--- config.mk ---
export PLATFORM = sky130hd
export DESIGN_NAME = pipe_hazard_ctrl
export DESIGN_NICKNAME = d
export VERILOG_FILES = /design/src/rtl/pipe_hazard_ctrl.sv
export SDC_FILE = /design/constraint.sdc
export NUM_CORES = 1
export LEC_CHECK = 0
export ABC_AREA = 1
export BUFFER_PORTS_ARGS = -buffer_cell sky130_fd_sc_hd__buf_2
export CAP_MARGIN = 20
export CORE_UTILIZATION = 30
export DETAILED_ROUTE_END_ITERATION = 12
export HOLD_SLACK_MARGIN = 0.05
export SYNTH_ARGS = -nofsm -noshare
export SYNTH_HDL_FRONTEND = slang
export SYNTH_SLANG_ARGS = --single-unit
--- constraint.sdc ---
create_clock -name clk -period 4.9 [get_ports clk]
set_input_delay 0.49 -clock clk [delete_from_list [all_inputs] [get_ports clk]]
set_output_delay 0.49 -clock clk [all_outputs]
set_load 0.05 [all_outputs]
--- src/rtl/pipe_hazard_ctrl.sv ---
// pipe_hazard_ctrl: 5-stage pipeline hazard/sequencing controller
//   in : clk, rst (async, active-high), ID sources/uses and redirect requests,
//        EX sources/dest/flags, MEM and WB destinations with write enables
//   out: fwd_a/fwd_b forward selects, pc_sel, stall/bubble/flush controls,
//        md_busy/md_done mul-div status, saturating stall_cnt/flush_cnt
module pipe_hazard_ctrl #(
  parameter int MD_CYCLES = 4,
  parameter int CNT_W = 16
) (
  input  logic             clk,
  input  logic             rst,
  input  logic [4:0]       id_rs,
  input  logic [4:0]       id_rt,
  input  logic             id_use_rs,
  input  logic             id_use_rt,
  input  logic             id_branch_taken,
  input  logic             id_jump,
  input  logic             id_jr,
  input  logic [4:0]       ex_rs,
  input  logic [4:0]       ex_rt,
  input  logic [4:0]       ex_wreg,
  input  logic             ex_regwrite,
  input  logic             ex_is_load,
  input  logic             ex_md_start,
  input  logic [4:0]       mem_wreg,
  input  logic             mem_regwrite,
  input  logic [4:0]       wb_wreg,
  input  logic             wb_regwrite,
  output logic [1:0]       fwd_a,
  output logic [1:0]       fwd_b,
  output logic [2:0]       pc_sel,
  output logic             stall_pc,
  output logic             stall_ifid,
  output logic             stall_idex,
  output logic             bubble_idex,
  output logic             bubble_exmem,
  output logic             flush_ifid,
  output logic             md_busy,
  output logic             md_done,
  output logic [CNT_W-1:0] stall_cnt,
  output logic [CNT_W-1:0] flush_cnt
);
  typedef enum logic {RUN, MD_WAIT} state_t;
  localparam logic [3:0] MD_INIT = 4'(MD_CYCLES - 2);
  state_t     state;
  logic [3:0] cnt;
  logic       lu, md_stall, hold;
  logic [2:0] redir;
  always_comb begin
    fwd_a = (mem_regwrite && mem_wreg != 5'd0 && mem_wreg == ex_rs) ? 2'b01 :
            (wb_regwrite && wb_wreg != 5'd0 && wb_wreg == ex_rs) ? 2'b10 : 2'b00;
    fwd_b = (mem_regwrite && mem_wreg != 5'd0 && mem_wreg == ex_rt) ? 2'b01 :
            (wb_regwrite && wb_wreg != 5'd0 && wb_wreg == ex_rt) ? 2'b10 : 2'b00;
    lu = ex_is_load && ex_regwrite && ex_wreg != 5'd0 &&
         ((id_use_rs && id_rs == ex_wreg) || (id_use_rt && id_rt == ex_wreg));
    md_stall = (state == RUN && ex_md_start) || (state == MD_WAIT && cnt != 4'd0);
    hold = md_stall || lu;
    redir = id_jr ? 3'b100 : id_jump ? 3'b010 : id_branch_taken ? 3'b001 : 3'b000;
    stall_pc = hold;
    stall_ifid = hold;
    stall_idex = md_stall;
    bubble_exmem = md_stall;
    bubble_idex = !md_stall && lu;
    pc_sel = hold ? 3'b000 : redir;
    flush_ifid = !hold && redir != 3'b000;
  end
  // md_busy/md_done are registered from the next-state decision so they line
  // up with the cycles the FSM actually spends in MD_WAIT.
  always_ff @(posedge clk or posedge rst) begin
    if (rst) begin
      state <= RUN;
      cnt <= 4'd0;
      md_busy <= 1'b0;
      md_done <= 1'b0;
      stall_cnt <= '0;
      flush_cnt <= '0;
    end else begin
      stall_cnt <= (stall_pc && !(&stall_cnt)) ? stall_cnt + 1'b1 : stall_cnt;
      flush_cnt <= (flush_ifid && !(&flush_cnt)) ? flush_cnt + 1'b1 : flush_cnt;
      md_busy <= 1'b0;
      md_done <= 1'b0;
      if (state == RUN && ex_md_start) begin
        state <= MD_WAIT;
        cnt <= MD_INIT;
        md_busy <= 1'b1;
        md_done <= MD_INIT == 4'd0;
      end else if (state == MD_WAIT && cnt != 4'd0) begin
        cnt <= cnt - 4'd1;
        md_busy <= 1'b1;
        md_done <= cnt == 4'd1;
      end else if (state == MD_WAIT) begin
        state <= RUN;
      end
    end
  end
endmodule

==> results.json <==
{
  "layout_min_cycle_time_ns": 2.62,
  "fin_nets": 539,
  "first_pass_iters": 4,
  "critPathBufInv": 2,
  "cts_resized": 0,
  "hpwl_um": 5390,
  "cp_data_required_time_ns": 4.41,
  "leakagePower_uw": 0.00190,
  "clkSinkCount": 39,
  "gr-usage-all-layers": 0.152,
  "io_buffers": 93,
  "io_pins": 94,
  "dieArea_um2": 9970,
  "setup_viol": 0,
  "cts.clk_slew.worst_paths_ns": 0.08,
  "synth.net_count": 448,
  "yosys-top-cells-area": "dfrtp_1 (34%), nand2_1 (17%), xnor2_1 (7.3%)",
  "worst_pin_slew_ns": 0.821,
  "die_x_um": 99.8,
  "synthToLayoutAreaGrowth_pct": 22.5,
  "regToRegSetupSlack_ns": 2.50,
  "synth-seq-cells": 39,
  "critPathLaunch": "cnt[0]",
  "rsz0062_at_grt": "no",
  "powerDensity_nw_per_um2": 413,
  "ctsHoldBuffers": 0,
  "clock_latency_ns": 0.30,
  "synth_cell_types": 30,
  "die_h_um": 99.8,
  "hold_viol": 0,
  "swShare": 0.532,
  "core_area_um2": 9240,
  "antenna_cells": 0,
  "reg2regPathDepth": 9,
  "grt_max_degree": 40,
  "wire_per_inst_um": 11.5,
  "max_freq_mhz": 382,
  "avgSynthCellArea_um2": 7.25,
  "antenna_found_initial": 0,
  "cts_max_level": 2,
  "cp.depth": 7,
  "cts_buffers": 5,
  "end_kind": "output port",
  "dr.first_iter.drc_count": 118,
  "fp-row-count": 35,
  "hold_class": "input pin to asynchronous set/reset pin",
  "intPower_uw": 680,
  "ys_warn_count": 0,
  "p_seq_frac": 0.312,
  "path_cells": "inv_1 > ha_1 > a21oi_2 > nor2_4 > nand2_2 > a31oi_1 > buf_2",
  "grt_pass1_wl_um": 12300,
  "cts_tree": "done",
  "final.period_utilization": 0.534,
  "grt_pass1_vias": 2773,
  "crit_path_top_delay_cell": "dfrtp_1",
  "final_layout_size_suffix_gt1_frac": 0.238,
  "p_clk_frac": 0.150,
  "grt-ovfl-total": 0,
  "slew_headroom": 0.451,
  "gp_congestion": 0.923,
  "timing.max_cap.violations": 0,
  "worstPathArrival_ns": 2.13,
  "synth_top_area_frac": 0.340,
  "vias_per_cell": 4.62,
  "drv_slew": 0,
  "routed_wirelength_um": 7090,
  "cts_buffer_depth": 2,
  "r2r_end": "stall_cnt[5]",
  "final_cells": 617,
  "place_inst": 609,
  "drc": 0,
  "num_vias": 2850,
  "critPathLaunchType": "flop",
  "crit_path_max_fanout": 19,
  "max_stage_delay_ns": 0.42,
  "status": "completed",
  "syn_inst": 396,
  "ctsRootBufferMaster": "clkbuf_8",
  "fin_setup_tns_ns": 0,
  "seq_area_frac_synth": 0.340,
  "cp_top_family": "simple AND/OR/NAND/NOR gates",
  "r2r-start": "stall_cnt[0]",
  "synth_area_leader_cell": "dfrtp_1",
  "final_antenna_net_count": 0,
  "initial_core_util": 0.311,
  "fin_worst_skew_ns": 0.00902,
  "peakVddDrop_mv": 0.264,
  "cp-endpoint": "flush_ifid",
  "syn_area_um2": 2870,
  "p_comb_frac": 0.538,
  "post_cts.repair.setup_buffers": 0,
  "crit_type": "flop to output port",
  "p_sw_uw": 773
}
## worst register-to-register path, cell delays in order (launching register included)
cell and delay, ns:
dfrtp_1 0.41, ha_1 0.21, nand3_1 0.14, nor2_2 0.20, nand2_1 0.13, nor2_2 0.14
nand4_2 0.29, nand2_1 0.59, nand2_1 0.12, o21ai_1 0.10
## registers in the layout, indices dropped and copies added, names as in the netlist
name / flops
state: 1
stall_cnt: 16
cnt: 4
flush_cnt: 16
md_done: 1
md_busy: 1
## power groups by stage
stage / sequential [uW] / clock [uW] / combinational [uW]
floorplan: 591 / 0 / 511
global placement: 457 / 0 / 781
detailed placement: 460 / 0 / 792
CTS: 454 / 229 / 792
global route: 465 / 240 / 853
finish: 454 / 218 / 782
## metal layers
metal	up-vias	share of wire	wire [um]	global-route usage
met3	9	0.064	456	0.0320
met4	0	0.013	92	0.0588
met1	1286	0.46	3300	0.194
met2	100	0.46	3240	0.250
li1	1455	-	-	-
met5	-	0	0	0
## logic make-up after synthesis
group,after synthesis,synth area share
AOI/OAI and AO/OA,11,0.0261
and+or+nand+nor,244,0.395
adders and majority gates,5,0.0218
DFF,39,0.340
xor gates and xnor gates,45,0.137
buffers and inverters,52,0.0797
## synth_stat cells, drive strengths merged
master	instances
inv	42
nand2	131
dfrtp	39
nor4	2
ha	5
a21oi	2
clkbuf	1
a22oi	1
xor2	21
nand3	33
o21ai	6
nor3	11
xnor2	24
nand3b	4
nand4	27
nor3b	1
a31oi	2
buf	9
nor2	35
## cell type report
class	count	area [um^2]
repair buffers	94	473
fillers	950	5720
well taps	129	161
clock buffers	5	68.8
inverters	42	158
clock inverters	3	15.0
flip-flops and latches	39	976
multi-input cells	305	1670
## cells in the final DEF, fill, tap and decap left out, drive strengths merged
cell type  count
a21oi          2
a22oi          1
a31oi          2
buf           94
clkbuf         5
clkinv         3
dfrtp         39
ha             5
inv           42
nand2        131
nand3         33
nand3b         4
nand4         27
nor2          35
nor3          11
nor3b          1
nor4           2
o21ai          6
xnor2         24
xor2          21
## worst min-delay path by stage
stage | depth (start not counted) | end | slack (ns) | from
finish | 3 | stall_cnt[1] | 0.30 | rst
global route | 3 | stall_cnt[3] | 0.38 | rst
CTS | 3 | cnt[3] | 0.34 | rst
detailed placement | 2 | flush_cnt[15] | 0.52 | flush_cnt[15]
global placement | 2 | stall_cnt[1] | 0.51 | stall_cnt[1]
floorplan | 1 | cnt[0] | 0.49 | cnt[0]
## stage by stage
stage / hold slack (ns) / area, um^2 / total power (uW) / utilization / setup slack (ns)
floorplan: 0.485 / 2870 / 1100 / - / 1.46
global placement: 0.507 / 3430 / 1240 / 0.372 / 2.51
detailed placement: 0.523 / 3430 / 1250 / 0.372 / 2.49
CTS: 0.339 / 3520 / 1480 / 0.381 / 2.26
global route: 0.376 / 3520 / 1560 / 0.381 / 2.15
finish: 0.301 / 3520 / 1450 / 0.381 / 2.28
No activity file was read; power rests on OpenSTA's default activity.
